===== config.mk =====
export PLATFORM = sky130hd
export DESIGN_NAME = prog_loader
export DESIGN_NICKNAME = d
export VERILOG_FILES = /design/src/rtl/prog_loader_pkg.sv /design/src/rtl/word_packer.sv /design/src/rtl/prog_loader.sv
export SDC_FILE = /design/constraint.sdc
export NUM_CORES = 1
export LEC_CHECK = 0
export ABC_CLOCK_PERIOD_IN_PS = 3950
export CAP_MARGIN = 20
export CORE_UTILIZATION = 23
export DETAILED_ROUTE_END_ITERATION = 16
export PLACE_DENSITY = 0.47
export SYNTH_ARGS = -nofsm -noshare
export SYNTH_HDL_FRONTEND = slang
export SYNTH_SLANG_ARGS = --single-unit

===== constraint.sdc =====
create_clock -name CLK -period 3.95 [get_ports CLK]
set_input_delay 0.5925 -clock CLK [delete_from_list [all_inputs] [get_ports CLK]]
set_output_delay 0.5925 -clock CLK [all_outputs]
set_load 0.005 [all_outputs]

===== src/rtl/prog_loader_pkg.sv =====
// Shared types and constants for the boot-time program loader.
// The CKSUM state exists only when PROG_LOADER_CKSUM_EN is defined.
package prog_loader_pkg;

    typedef enum logic [2:0] {
        IDLE,
        HDR_ADDR,
        HDR_CNT,
        DATA,
        WRITE,
`ifdef PROG_LOADER_CKSUM_EN
        CKSUM,
`endif
        FINISH
    } loader_state_e;

    localparam logic [7:0]  LOADER_MAGIC   = 8'hA5;
    localparam int unsigned HDR_ADDR_BYTES = 3;
    localparam int unsigned HDR_CNT_BYTES  = 3;
    localparam int unsigned WORD_BYTES     = 4;

    // Index of the final byte of a little-endian field of nbytes bytes.
    function automatic logic [1:0] last_index(input int unsigned nbytes);
        return 2'(nbytes - 1);
    endfunction

endpackage


===== src/rtl/word_packer.sv =====
// Little-endian byte-to-word packer; handles 3-byte header fields and 4-byte data words.
module word_packer (
    input  logic        clk,
    input  logic        rst,
    input  logic        clear,
    input  logic        en,
    input  logic [1:0]  last,
    input  logic [7:0]  data,
    output logic [31:0] word,
    output logic        word_valid
);

    logic [1:0]  idx;
    logic [31:0] shreg;
    logic [31:0] shifted;
    logic [1:0]  pad;

    // Bytes enter at the top; short fields are right-aligned on completion.
    always_comb begin
        shifted    = {data, shreg[31:8]};
        pad        = 2'd3 - last;
        word       = shifted >> {pad, 3'b000};
        word_valid = en && (idx == last);
    end

    always_ff @(posedge clk) begin
        if (rst || clear) begin
            idx   <= '0;
            shreg <= '0;
        end else if (en) begin
            if (word_valid) begin
                idx   <= '0;
                shreg <= '0;
            end else begin
                idx   <= idx + 2'd1;
                shreg <= shifted;
            end
        end
    end

endmodule


===== src/rtl/prog_loader.sv =====
// Parses a magic/address/count/data byte frame and writes packed words to instruction RAM.
// Optional trailing checksum byte enabled by PROG_LOADER_CKSUM_EN.
module prog_loader
    import prog_loader_pkg::*;
#(
    parameter int unsigned ADDR_W    = 20,
    parameter int unsigned DATA_W    = 32,
    parameter int unsigned ADDR_STEP = 1,
    parameter int unsigned MAX_WORDS = 65536
) (
    input  logic              CLK,
    input  logic              RST,
    input  logic              IN_VALID,
    input  logic [7:0]        IN_DATA,
    output logic              IN_READY,
    output logic              LOAD_CTRL,
    output logic [DATA_W-1:0] LOAD_DATA,
    output logic [ADDR_W-1:0] LOAD_ADDR,
    output logic              CORE_HOLD,
    output logic              DONE,
    output logic              ERROR
);

`ifdef PROG_LOADER_CKSUM_EN
    localparam loader_state_e AFTER_DATA = CKSUM;
`else
    localparam loader_state_e AFTER_DATA = FINISH;
`endif

    loader_state_e     state, next_state;
    logic              accept;
    logic              is_magic;
    logic              pk_en;
    logic              pk_clear;
    logic [1:0]        pk_last;
    logic [31:0]       pk_word;
    logic              pk_valid;
    logic [23:0]       cnt_field;
    logic              cnt_over;
    logic [23:0]       remain;
    logic [ADDR_W-1:0] cur_addr;
    logic [ADDR_W-1:0] addr_q;
    logic [DATA_W-1:0] data_q;
    logic              error_q;
`ifdef PROG_LOADER_CKSUM_EN
    logic [7:0]        cksum;
`endif

    assign accept    = IN_VALID && IN_READY;
    assign is_magic  = (IN_DATA == LOADER_MAGIC);
    assign pk_clear  = (state == IDLE);
    assign pk_en     = accept && (state inside {HDR_ADDR, HDR_CNT, DATA});
    assign pk_last   = (state == DATA)     ? last_index(WORD_BYTES) :
                       (state == HDR_CNT)  ? last_index(HDR_CNT_BYTES) :
                                             last_index(HDR_ADDR_BYTES);
    assign cnt_field = pk_word[23:0];
    assign cnt_over  = 32'(cnt_field) > 32'(MAX_WORDS);

    word_packer u_packer (
        .clk        (CLK),
        .rst        (RST),
        .clear      (pk_clear),
        .en         (pk_en),
        .last       (pk_last),
        .data       (IN_DATA),
        .word       (pk_word),
        .word_valid (pk_valid)
    );

    always_ff @(posedge CLK) begin
        if (RST) state <= IDLE;
        else     state <= next_state;
    end

    always_comb begin
        next_state = state;
        unique case (state)
            IDLE:     if (accept && is_magic) next_state = HDR_ADDR;
            HDR_ADDR: if (pk_valid) next_state = HDR_CNT;
            HDR_CNT: begin
                if (pk_valid) begin
                    if (cnt_field == '0) next_state = AFTER_DATA;
                    else if (cnt_over)   next_state = IDLE;
                    else                 next_state = DATA;
                end
            end
            DATA:     if (pk_valid) next_state = WRITE;
            WRITE:    next_state = (remain == 24'd1) ? AFTER_DATA : DATA;
`ifdef PROG_LOADER_CKSUM_EN
            CKSUM:    if (accept) next_state = (IN_DATA == cksum) ? FINISH : IDLE;
`endif
            FINISH:   next_state = IDLE;
            default:  next_state = IDLE;
        endcase
    end

    always_comb begin
        IN_READY  = 1'b1;
        LOAD_CTRL = 1'b0;
        CORE_HOLD = 1'b1;
        DONE      = 1'b0;
        unique case (state)
            IDLE:   CORE_HOLD = 1'b0;
            WRITE: begin
                IN_READY  = 1'b0;
                LOAD_CTRL = 1'b1;
            end
            FINISH: begin
                IN_READY  = 1'b0;
                CORE_HOLD = 1'b0;
                DONE      = 1'b1;
            end
            default: ;
        endcase
    end

    // Write word/address are captured on the 4th data byte so they are stable during WRITE and held after.
    always_ff @(posedge CLK) begin
        if (RST) begin
            remain   <= '0;
            cur_addr <= '0;
            addr_q   <= '0;
            data_q   <= '0;
            error_q  <= 1'b0;
`ifdef PROG_LOADER_CKSUM_EN
            cksum    <= '0;
`endif
        end else begin
            unique case (state)
                IDLE: begin
                    if (accept && is_magic) begin
                        error_q <= 1'b0;
`ifdef PROG_LOADER_CKSUM_EN
                        cksum   <= '0;
`endif
                    end
                end
                HDR_ADDR: if (pk_valid) cur_addr <= pk_word[ADDR_W-1:0];
                HDR_CNT: begin
                    if (pk_valid) begin
                        remain <= cnt_field;
                        if (cnt_over) error_q <= 1'b1;
                    end
                end
                DATA: begin
`ifdef PROG_LOADER_CKSUM_EN
                    if (pk_en) cksum <= cksum + IN_DATA;
`endif
                    if (pk_valid) begin
                        data_q <= DATA_W'(pk_word);
                        addr_q <= cur_addr;
                    end
                end
                WRITE: begin
                    cur_addr <= cur_addr + ADDR_W'(ADDR_STEP);
                    remain   <= remain - 24'd1;
                end
`ifdef PROG_LOADER_CKSUM_EN
                CKSUM: if (accept && (IN_DATA != cksum)) error_q <= 1'b1;
`endif
                default: ;
            endcase
        end
    end

    assign LOAD_DATA = data_q;
    assign LOAD_ADDR = addr_q;
    assign ERROR     = error_q;

endmodule


# [After elaboration in Yosys (flattened, before gate mapping)]
# Index checks and enable logic that the tools add are counted.
[totals] output_inout_bits=57 register_bits=134
[classes] magnitude_cmp=1 n_reduce_logical=18 addsub=4 muxes=23 eq_ne=13 shift=1
[ops] cell="case mux 24 bit (2 select lines)" n=1
[ops] cell="case mux 20 bit (2 select lines)" n=1
[ops] cell="2-to-1 mux 32 bit" n=1
[ops] cell=">> shifter 32 x 5 -> 32 bit" n=1
[ops] cell="equality test 24 x 1 -> 1 bit, second input constant" n=1
[ops] cell="> comparator 24 x 17 -> 1 bit, second input constant" n=1
[ops] cell="zero test 24 bit" n=1
[ops] cell="2-to-1 mux 24 bit" n=1
[ops] cell="subtractor 24 x 1 -> 24 bit, second input constant" n=1
[ops] cell="adder 20 x 1 -> 20 bit, second input constant" n=1
[ops] cell="2-to-1 mux 20 bit" n=1
[ops] cell="2-to-1 mux 3 bit" n=6
[ops] cell="case mux 3 bit (5 select lines)" n=1
[ops] cell="!= test 2 bit, second input constant" n=5
[ops] cell="equality test 8 bit, second input constant" n=1
[ops] cell="2-to-1 mux 1 bit" n=8
[ops] cell="AND reduction 4 bit" n=2
[ops] cell="equality test 3 x 2 -> 1 bit, second input constant" n=2
[ops] cell="equality test 3 bit, second input constant" n=2
[ops] cell="AND reduction 2 bit" n=3
[ops] cell="nonzero test 2 bit" n=3
[ops] cell="logical AND 1 bit" n=4
[ops] cell="2-to-1 mux 2 bit" n=2
[ops] cell="OR reduction 2 bit" n=2
[ops] cell="other kinds (8)" n=8

# [Depth between registers and ports, before layout]
# Gate-level depths: netlist (run 1).
[depth] ltp_word=9 mapped_depth=9 mapped_depth_nobuf=7

# [Cells and area by module]
# A second synthesis (run 1) with hierarchy kept.
[unflattened] cells_unflattened=776 hier_area_um2=6252.2
[by_module_without_submodules] mod="prog_loader" cells_each=609 instances=1 area_per_inst_um2=4705.8
[by_module_without_submodules] mod="word_packer" cells_each=167 instances=1 area_per_inst_um2=1546.5

# [Worst setup path after synthesis (run 1)]
# No wires, ideal clock.
[synth_timing] path_kind="input to register" start="in IN_DATA[4]" end="reg state[0]" slack_ns=2.169 arrival_time_ns=1.695 cell_stages=4 setup_time_ns=0.086 cell_sequence="nor4_1 nand4_1 o21bai_1 a211oi_1"
[synth_via] elab_chain_cells=6
[synth_lines] element="from (decl)" line_no="prog_loader.sv:14" source="input logic [7:0] IN_DATA,"
[synth_lines] element=">> shifter 32 x 5 -> 32 bit" line_no="word_packer.sv:22" source="word = shifted >> {pad, 3'b000};"
[synth_lines] element="> comparator 24 x 17 -> 1 bit" line_no="prog_loader.sv:57" source="assign cnt_over = 32'(cnt_field) > 32'(MAX_WORDS);"
[synth_lines] element="2-to-1 mux 2 bit" line_no="prog_loader.sv:83" source="else if (cnt_over) next_state = IDLE;"
[synth_lines] element="2-to-1 mux 3 bit" line_no="prog_loader.sv:82" source="if (cnt_field == '0) next_state = AFTER_DATA;"
[synth_lines] element="2-to-1 mux 3 bit" line_no="prog_loader.sv:81" source="if (pk_valid) begin"
[synth_lines] element="case mux 3 bit (5 select lines)" line_no="prog_loader.sv:77" source="unique case (state)"
[synth_lines] element="to (signal assigned)" line_no="prog_loader.sv:72" source="else state <= next_state;"
[synth_lines] element="to (decl)" line_no="prog_loader.sv:30" source="loader_state_e state, next_state;"
# Parallel ways exist; a longest one is shown, timed or not. The select of a mux whose other input is x is not followed.
# A chain may end at the register's enable or synchronous reset.

# [Final worst setup path (run 1)]
[layout_timing] start="reg state[0]" end="out LOAD_CTRL"
[layout_via] elab_chain_cells=2
[layout_lines] element="equality test 3 bit" line_no="prog_loader.sv:102" source="unique case (state)"
[layout_lines] element="2-to-1 mux 1 bit" line_no="prog_loader.sv:102"
[layout_lines] element="to (decl)" line_no="prog_loader.sv:16" source="output logic LOAD_CTRL,"
# Every way passes these cells.

==> impl_metrics.env, run 1 <==
export IMPL_port_buffers=67
export IMPL_whs_ps=451
export IMPL_crit_path_max_fanout=23
export IMPL_n_antenna_cell=0
export IMPL_setup_tns_ps=0
export IMPL_grt_overflow_total=0
export IMPL_ios=68
export IMPL_vias_per_cell=5.05
export IMPL_min_to="remain[6]"
export IMPL_cts_repair_resized=0
export IMPL_syn_inst=766
export IMPL_rr_endpoint="LOAD_DATA[16]"
export IMPL_switchingPower_mw=0.678
export IMPL_worstMarginPinSlew_ps=939
export IMPL_grt_max_degree=54
export IMPL_status="finished, final reports clean"
export IMPL_p_clk_share_pct=53.6
export IMPL_path_buf_inv=2
export IMPL_coreArea_sq_um=25300
export IMPL_die_x_um=163
export IMPL_cp_start_kind="flip-flop"
export IMPL_crit_path_start="state[0]"
export IMPL_synth_cell_area_sq_um=5940
export IMPL_hold_depth=2
export IMPL_num_vias=5837
export IMPL_clock_skew_ps=18.1
export IMPL_ys_types=65
export IMPL_p_leak_nw=2.49
export IMPL_initial_utilization_pct=23.5
export IMPL_hold_violations=0
export IMPL_h_tree_depth=4
export IMPL_drive_above_1_share_pct=7.64
export IMPL_rsz0062_at_grt="false"
export IMPL_period_needed_ps=2890
export IMPL_setup_violations_final=0
export IMPL_ys_seq_area_share_pct=42.5
export IMPL_postCtsSetupBuffers=0
export IMPL_cp_slowest_cell="clkdlybuf4s50_1"
export IMPL_crit_family="buffers and inverters"
export IMPL_p_int_mw=2.17
export IMPL_ys_flop_type="dfxtp_1"
export IMPL_async_flop_share_pct=0
export IMPL_numCtsBuffers=17
export IMPL_crit_required_ps=3360
export IMPL_cts_tree="yes"
export IMPL_min_path_type="flip-flop to flip-flop"
export IMPL_routabilityCongestion=0.783
export IMPL_timing_final_crit_share_pct=73.0
export IMPL_clockBufferDepth=2
export IMPL_grt_pass1_vias=5184
export IMPL_yosysWarnings=0
export IMPL_slew_headroom_pct=37.4
export IMPL_cts_hold_fix_buffers=0
export IMPL_maxCapViolations=0
export IMPL_placed_area_sq_um=6890
export IMPL_cts_sinks=126
export IMPL_areaGrowthSynthToFinish_pct=25.8
export IMPL_ant_nets=0
export IMPL_hpwl_um=13600
export IMPL_critPathCaptureType="output pin"
export IMPL_synth_seq_cells=126
export IMPL_switching_share_pct=23.8
export IMPL_drtPass1Iterations=5
export IMPL_r2r_start="state[0]"
export IMPL_layout_nets=826
export IMPL_worst_skew_pair_late_latency_ps=430
export IMPL_synth_edf_count=0
export IMPL_finalCoreUtilization_pct=29.6
export IMPL_grtUsageTotal_pct=15.3
export IMPL_num_rows=58
export IMPL_postRouteWirelength_um=20000
export IMPL_peakVddDrop_v=0.000285
export IMPL_die_area_sq_um=26500
export IMPL_holdCritStartpoint="remain[6]"
export IMPL_r2r_slack_ps=1410
export IMPL_synthesis_nets=780
export IMPL_route_detailed_drc=0
export IMPL_slew_violations=0
export IMPL_critPathKind="flip-flop to output pin"
export IMPL_die_height_um=163
export IMPL_grt_pass1_wl_um=30800
export IMPL_slowest_delay_ps=600
export IMPL_design_area_sq_um=7470
export IMPL_fmax_mhz=347
export IMPL_routedWlPerCell_um=17.4
export IMPL_finalPower_mw=2.85
export IMPL_cts_root_buf="clkbuf_16"
export IMPL_worst_r2r_path_depth=6
export IMPL_seqPwrFrac_pct=44.6
export IMPL_first_iter_violations=453
export IMPL_cp_cell_sequence="nor2_4, nand2_2, inv_2, clkdlybuf4s50_1"
export IMPL_pwr_share_comb_pct=1.8
export IMPL_antenna_found_initial=0
export IMPL_worstPathArrival_ps=2290
export IMPL_powerDensity_nw_per_um2=382
export IMPL_synth_area_per_cell_sq_um=7.75
export IMPL_cts_clk_slew_worst_paths_ps=70
[registers in the layout (all words and copies together) (netlist names)]
name and cells:
state 3, u_packer.shreg 24, cur_addr 20, remain 24, u_packer.idx 2, ERROR 1
LOAD_ADDR 20, LOAD_DATA 32
[stage by stage]
step	worst slack, ps	std cells
2_1_floorplan	2170	766
3_3_place_gp	1120	1122
3_5_place_dp	1140	1122
4_1_cts	1050	1154
5_1_grt	915	1155
6_report	1060	1155
[worst max-delay path by stage]
stage,to,slack (ps),depth (start not counted)
6_report,LOAD_CTRL,1060,4
5_1_grt,LOAD_CTRL,910,4
4_1_cts,LOAD_CTRL,1050,4
3_5_place_dp,cur_addr[5],1140,5
3_3_place_gp,cur_addr[13],1120,6
2_1_floorplan,state[0],2170,4
[power groups by stage]
stage                     Sequential (mW)  Clock [mW]  Combinational (mW)
after detailed placement             1.30           0              0.0512
after global placement               1.30           0              0.0517
after global routing                 1.27        1.62              0.0537
final                                1.27        1.53              0.0514
after floorplan                      1.30           0              0.0200
after CTS                            1.27        1.56              0.0512
[tightest hold or removal path, cell delays in order, from the launching register on]
cell and delay, ps:
dfxtp_1 310, nand2_1 50, a21oi_1 50
[layer usage]
metal,up-vias,wire [um],GRT usage [%]
li1,2857,-,-
met1,2809,9750,22.1
met2,149,9040,22.4
met3,22,962,3.26
met4,0,291,4.67
met5,-,0,0
[cell families (layout without fill, tap and decap cells)]
logic type	after synthesis	in the layout	synth area share, %
multiplexers	14	14	2.40
flip-flops	126	126	42.5
buffers and inverters	64	123	4.70
XOR/XNOR	2	2	0.295
AO/OA/AOI/OAI	197	197	20.5
adder cells (fa/ha/maj)	3	3	0.632
AND/OR/NAND/NOR	360	360	29.0
[cells in the mapped netlist, drive strengths merged (6+ instances only)]
master    n  area (sq um)
a21oi    98           490
dfxtp   126          2520
nand3    40           200
nor2     72           278
nor4     17           140
o21ai    21           105
inv       8          30.0
nand2   152           573
clkbuf   29           109
o211ai   12          90.1
a211oi   15           113
a31oi     8          50.1
or3       8          50.1
and4      6          52.6
buf      26           136
nand4    11          68.8
or4       7          52.6
mux2i    12           120
nor3     20           100
and3      8          50.1
[area by class of cell]
class | count | area (sq um)
sequential | 126 | 2520
inverter | 9 | 33.8
clock buffer | 18 | 439
tap | 330 | 413
clock inverter | 14 | 133
timing repair buffer | 82 | 793
fill | 2788 | 17800
multi-input combinational | 576 | 3140
[cell usage in the layout (no fill, tap or decap), types with 3 or more instances in the layout]
master / instances
o21ai_0: 20
nand4_1: 11
a31oi_1: 8
nor4_1: 13
nand2_1: 151
dfxtp_1: 126
o21a_1: 5
or3_1: 8
and4_1: 5
nand3b_1: 4
inv_6: 4
inv_1: 7
clkinv_4: 4
a221oi_1: 3
a311oi_1: 5
o22ai_1: 4
clkdlybuf4s50_1: 66
nand2b_1: 4
mux2i_1: 12
a21oi_1: 98
and3_1: 8
clkbuf_16: 17
nor3_1: 20
or4_1: 7
nor4_2: 3
nor2_1: 71
buf_4: 15
o211ai_1: 12
o311ai_0: 3
ha_1: 3
nand3_1: 40
clkinvlp_4: 3
a211oi_1: 15
o31a_1: 3
Note: power is estimated with default switching activity, not from simulation.
==> inputs of run 2 (changes only) <==
--- a/config.mk
+++ b/config.mk
@@ -5,11 +5,11 @@
 export SDC_FILE = /design/constraint.sdc
 export NUM_CORES = 1
 export LEC_CHECK = 0
-export ABC_CLOCK_PERIOD_IN_PS = 3950
+export ABC_CLOCK_PERIOD_IN_PS = 2350
 export CAP_MARGIN = 20
 export CORE_UTILIZATION = 23
 export DETAILED_ROUTE_END_ITERATION = 16
-export PLACE_DENSITY = 0.47
+export PLACE_DENSITY = 0.49
 export SYNTH_ARGS = -nofsm -noshare
 export SYNTH_HDL_FRONTEND = slang
 export SYNTH_SLANG_ARGS = --single-unit
==> constraint.sdc (replaced) <==
create_clock -name CLK -period 2.35 [get_ports CLK]
set_input_delay 0.3525 -clock CLK [delete_from_list [all_inputs] [get_ports CLK]]
set_output_delay 0.3525 -clock CLK [all_outputs]
set_load 0.005 [all_outputs]
==> run 2 against run 1 <==
Compared with the run above:
- worst setup slack got worse by 950 ps
- non-clock buffer count increased by 29
- via count increased by 0.98%
- highest routed layer unchanged
==> impl_metrics.env, run 2 (synthesized netlist as in run 1, its figures left out) <==
export IMPL_post_route_worst_setup_slack_ps=120
export IMPL_die_area_sq_um=26500
export IMPL_drtPass1Iterations=5
export IMPL_layout_commonest_cell="nand2_1"
export IMPL_num_rows=58
export IMPL_worst_skew_pair_late_latency_ps=430
export IMPL_drive_above_1_share_pct=11.0
export IMPL_grt_pass1_vias=5347
export IMPL_clockBufferDepth=2
export IMPL_cts_clk_slew_worst_paths_ps=60
export IMPL_final_cell_mix="151 x nand2_1, 123 x dfxtp_1, 98 x a21oi_1, 71 x nor2_1, 66 x clkdlybuf4s50_1"
export IMPL_areaGrowthSynthToFinish_pct=32.2
export IMPL_slew_headroom_pct=67.3
export IMPL_timing_final_crit_share_pct=94.9
export IMPL_placed_area_sq_um=7160
export IMPL_postRouteWirelength_um=20000
export IMPL_slew_violations=0
export IMPL_fillers=2719
export IMPL_seqCellArea_sq_um=2530
export IMPL_hpwl_um=13700
export IMPL_multi_input_area_sq_um=3140
export IMPL_hold_violations=0
export IMPL_critPathKind="flip-flop to output pin"
export IMPL_rsz0062_at_grt="false"
export IMPL_cts_hold_fix_buffers=0
export IMPL_crit_family="buffers and inverters"
export IMPL_port_buffers=67
export IMPL_critPathCaptureType="output pin"
export IMPL_slowest_delay_ps=520
export IMPL_status="finished, final reports clean"
export IMPL_largest_reg_flops=32
export IMPL_cp_start_kind="flip-flop"
export IMPL_initial_utilization_pct=23.5
export IMPL_cp_slowest_cell="clkdlybuf4s50_1"
export IMPL_num_vias=5894
export IMPL_h_tree_depth=4
export IMPL_maxCapViolations=0
export IMPL_coreArea_sq_um=25300
export IMPL_die_x_um=163
export IMPL_worstPathArrival_ps=1880
export IMPL_peakVddDrop_v=0.000408
export IMPL_ios=68
export IMPL_grtUsageTotal_pct=15.3
export IMPL_path_buf_inv=2
export IMPL_route_detailed_drc=0
export IMPL_first_iter_violations=445
export IMPL_p_leak_nw=2.69
export IMPL_finalCoreUtilization_pct=31.1
export IMPL_min_path_type="primary input to flip-flop"
export IMPL_cts_sinks=126
export IMPL_grt_pass1_wl_um=30900
export IMPL_numCtsBuffers=17
export IMPL_crit_path_max_fanout=14
export IMPL_finalPower_mw=5.25
export IMPL_n_antenna_cell=0
export IMPL_clock_skew_ps=9.93
export IMPL_powerDensity_nw_per_um2=669
export IMPL_grt_overflow_total=0
export IMPL_layout_nets=855
export IMPL_period_needed_ps=2230
export IMPL_cp_cell_sequence="buf_4, nand2b_1, nor2_1, clkdlybuf4s50_1"
export IMPL_cts_root_buf="clkbuf_16"
export IMPL_routedWlPerCell_um=16.9
export IMPL_setup_violations_final=0
export IMPL_ant_nets=0
export IMPL_routabilityCongestion=0.832
export IMPL_worstMarginPinSlew_ps=478
export IMPL_grt_max_degree=95
export IMPL_antenna_found_initial=0
export IMPL_vias_per_cell=4.98
export IMPL_cts_tree="yes"
export IMPL_pre_cts_ws_ps=93.3
export IMPL_die_height_um=163
export IMPL_setup_tns_ps=0
export IMPL_fmax_mhz=448
export IMPL_design_area_sq_um=7850
export IMPL_crit_required_ps=2000
## run 2: area by class of cell
cell class / count / area share, %
Tap cell: 330 / 5.26
Clock buffer: 18 / 5.47
Clock inverter: 14 / 3.08
Timing Repair Buffer: 111 / 13.6
Sequential cell: 126 / 32.2
Multi-Input combinational cell: 576 / 40.0
Inverter: 9 / 0.430
## run 2: power breakdown
part / total (mW) / leakage [nW] / internal, mW / switching, mW
Sequential: 2.14 / 1.02 / 2.14 / 0.000213
Combinational: 0.103 / 1.37 / 0.0347 / 0.0679
Clock: 3.02 / 0.312 / 1.99 / 1.03
Total: 5.25 / 2.69 / 4.16 / 1.10
## run 2: worst register-to-register path: stages, from the launching register on
cell      delay (ps)
dfxtp_1          350
nor3_1           410
nand3_1          340
or4_1            530
a221oi_1         280
o22ai_1          130
## run 2: through the flow
step                hold WS, ps  instances
floorplan                   432        766
global placement            444       1151
detailed placement          449       1151
CTS                         426       1184
global route                436       1184
finish                      436       1184
## run 2: final timing paths
check                       to  slack [ps]    startpoint  depth (start not counted)
setup / recovery          DONE         120      state[1]                          4
hold reg to reg   LOAD_ADDR[7]         450  LOAD_ADDR[7]                          2
setup reg to reg    remain[20]         190     remain[2]                          5
hold / removal    cur_addr[19]         440           RST                          4
## run 2: per-layer routing
metal | wire (um) | GRT usage [%] | vias up | part of all wire [%]
met3 | 862 | 3.41 | 19 | 4.3
met4 | 251 | 4.63 | 0 | 1.3
met5 | 0 | 0 | - | 0
met1 | 9700 | 21.2 | 2808 | 49
met2 | 9180 | 23.5 | 150 | 46
li1 | - | - | 2917 | -
## run 2: what timing repair did
action                                  CTS  global route
pin swaps                                 1             0
buffers inserted                          1             0
cloned                                    0             0
endpoints found under the hold margin     0             0
gates resized for setup                   3             2
endpoints found under the setup margin    3             1
==> inputs of run 3 (changes only) <==
--- a/config.mk
+++ b/config.mk
@@ -5,7 +5,6 @@
 export SDC_FILE = /design/constraint.sdc
 export NUM_CORES = 1
 export LEC_CHECK = 0
-export ABC_CLOCK_PERIOD_IN_PS = 2350
 export CAP_MARGIN = 20
 export CORE_UTILIZATION = 23
 export DETAILED_ROUTE_END_ITERATION = 16
==> results of run 3 <==
The final DEF is identical to that of run 2; final timing and power are the same.
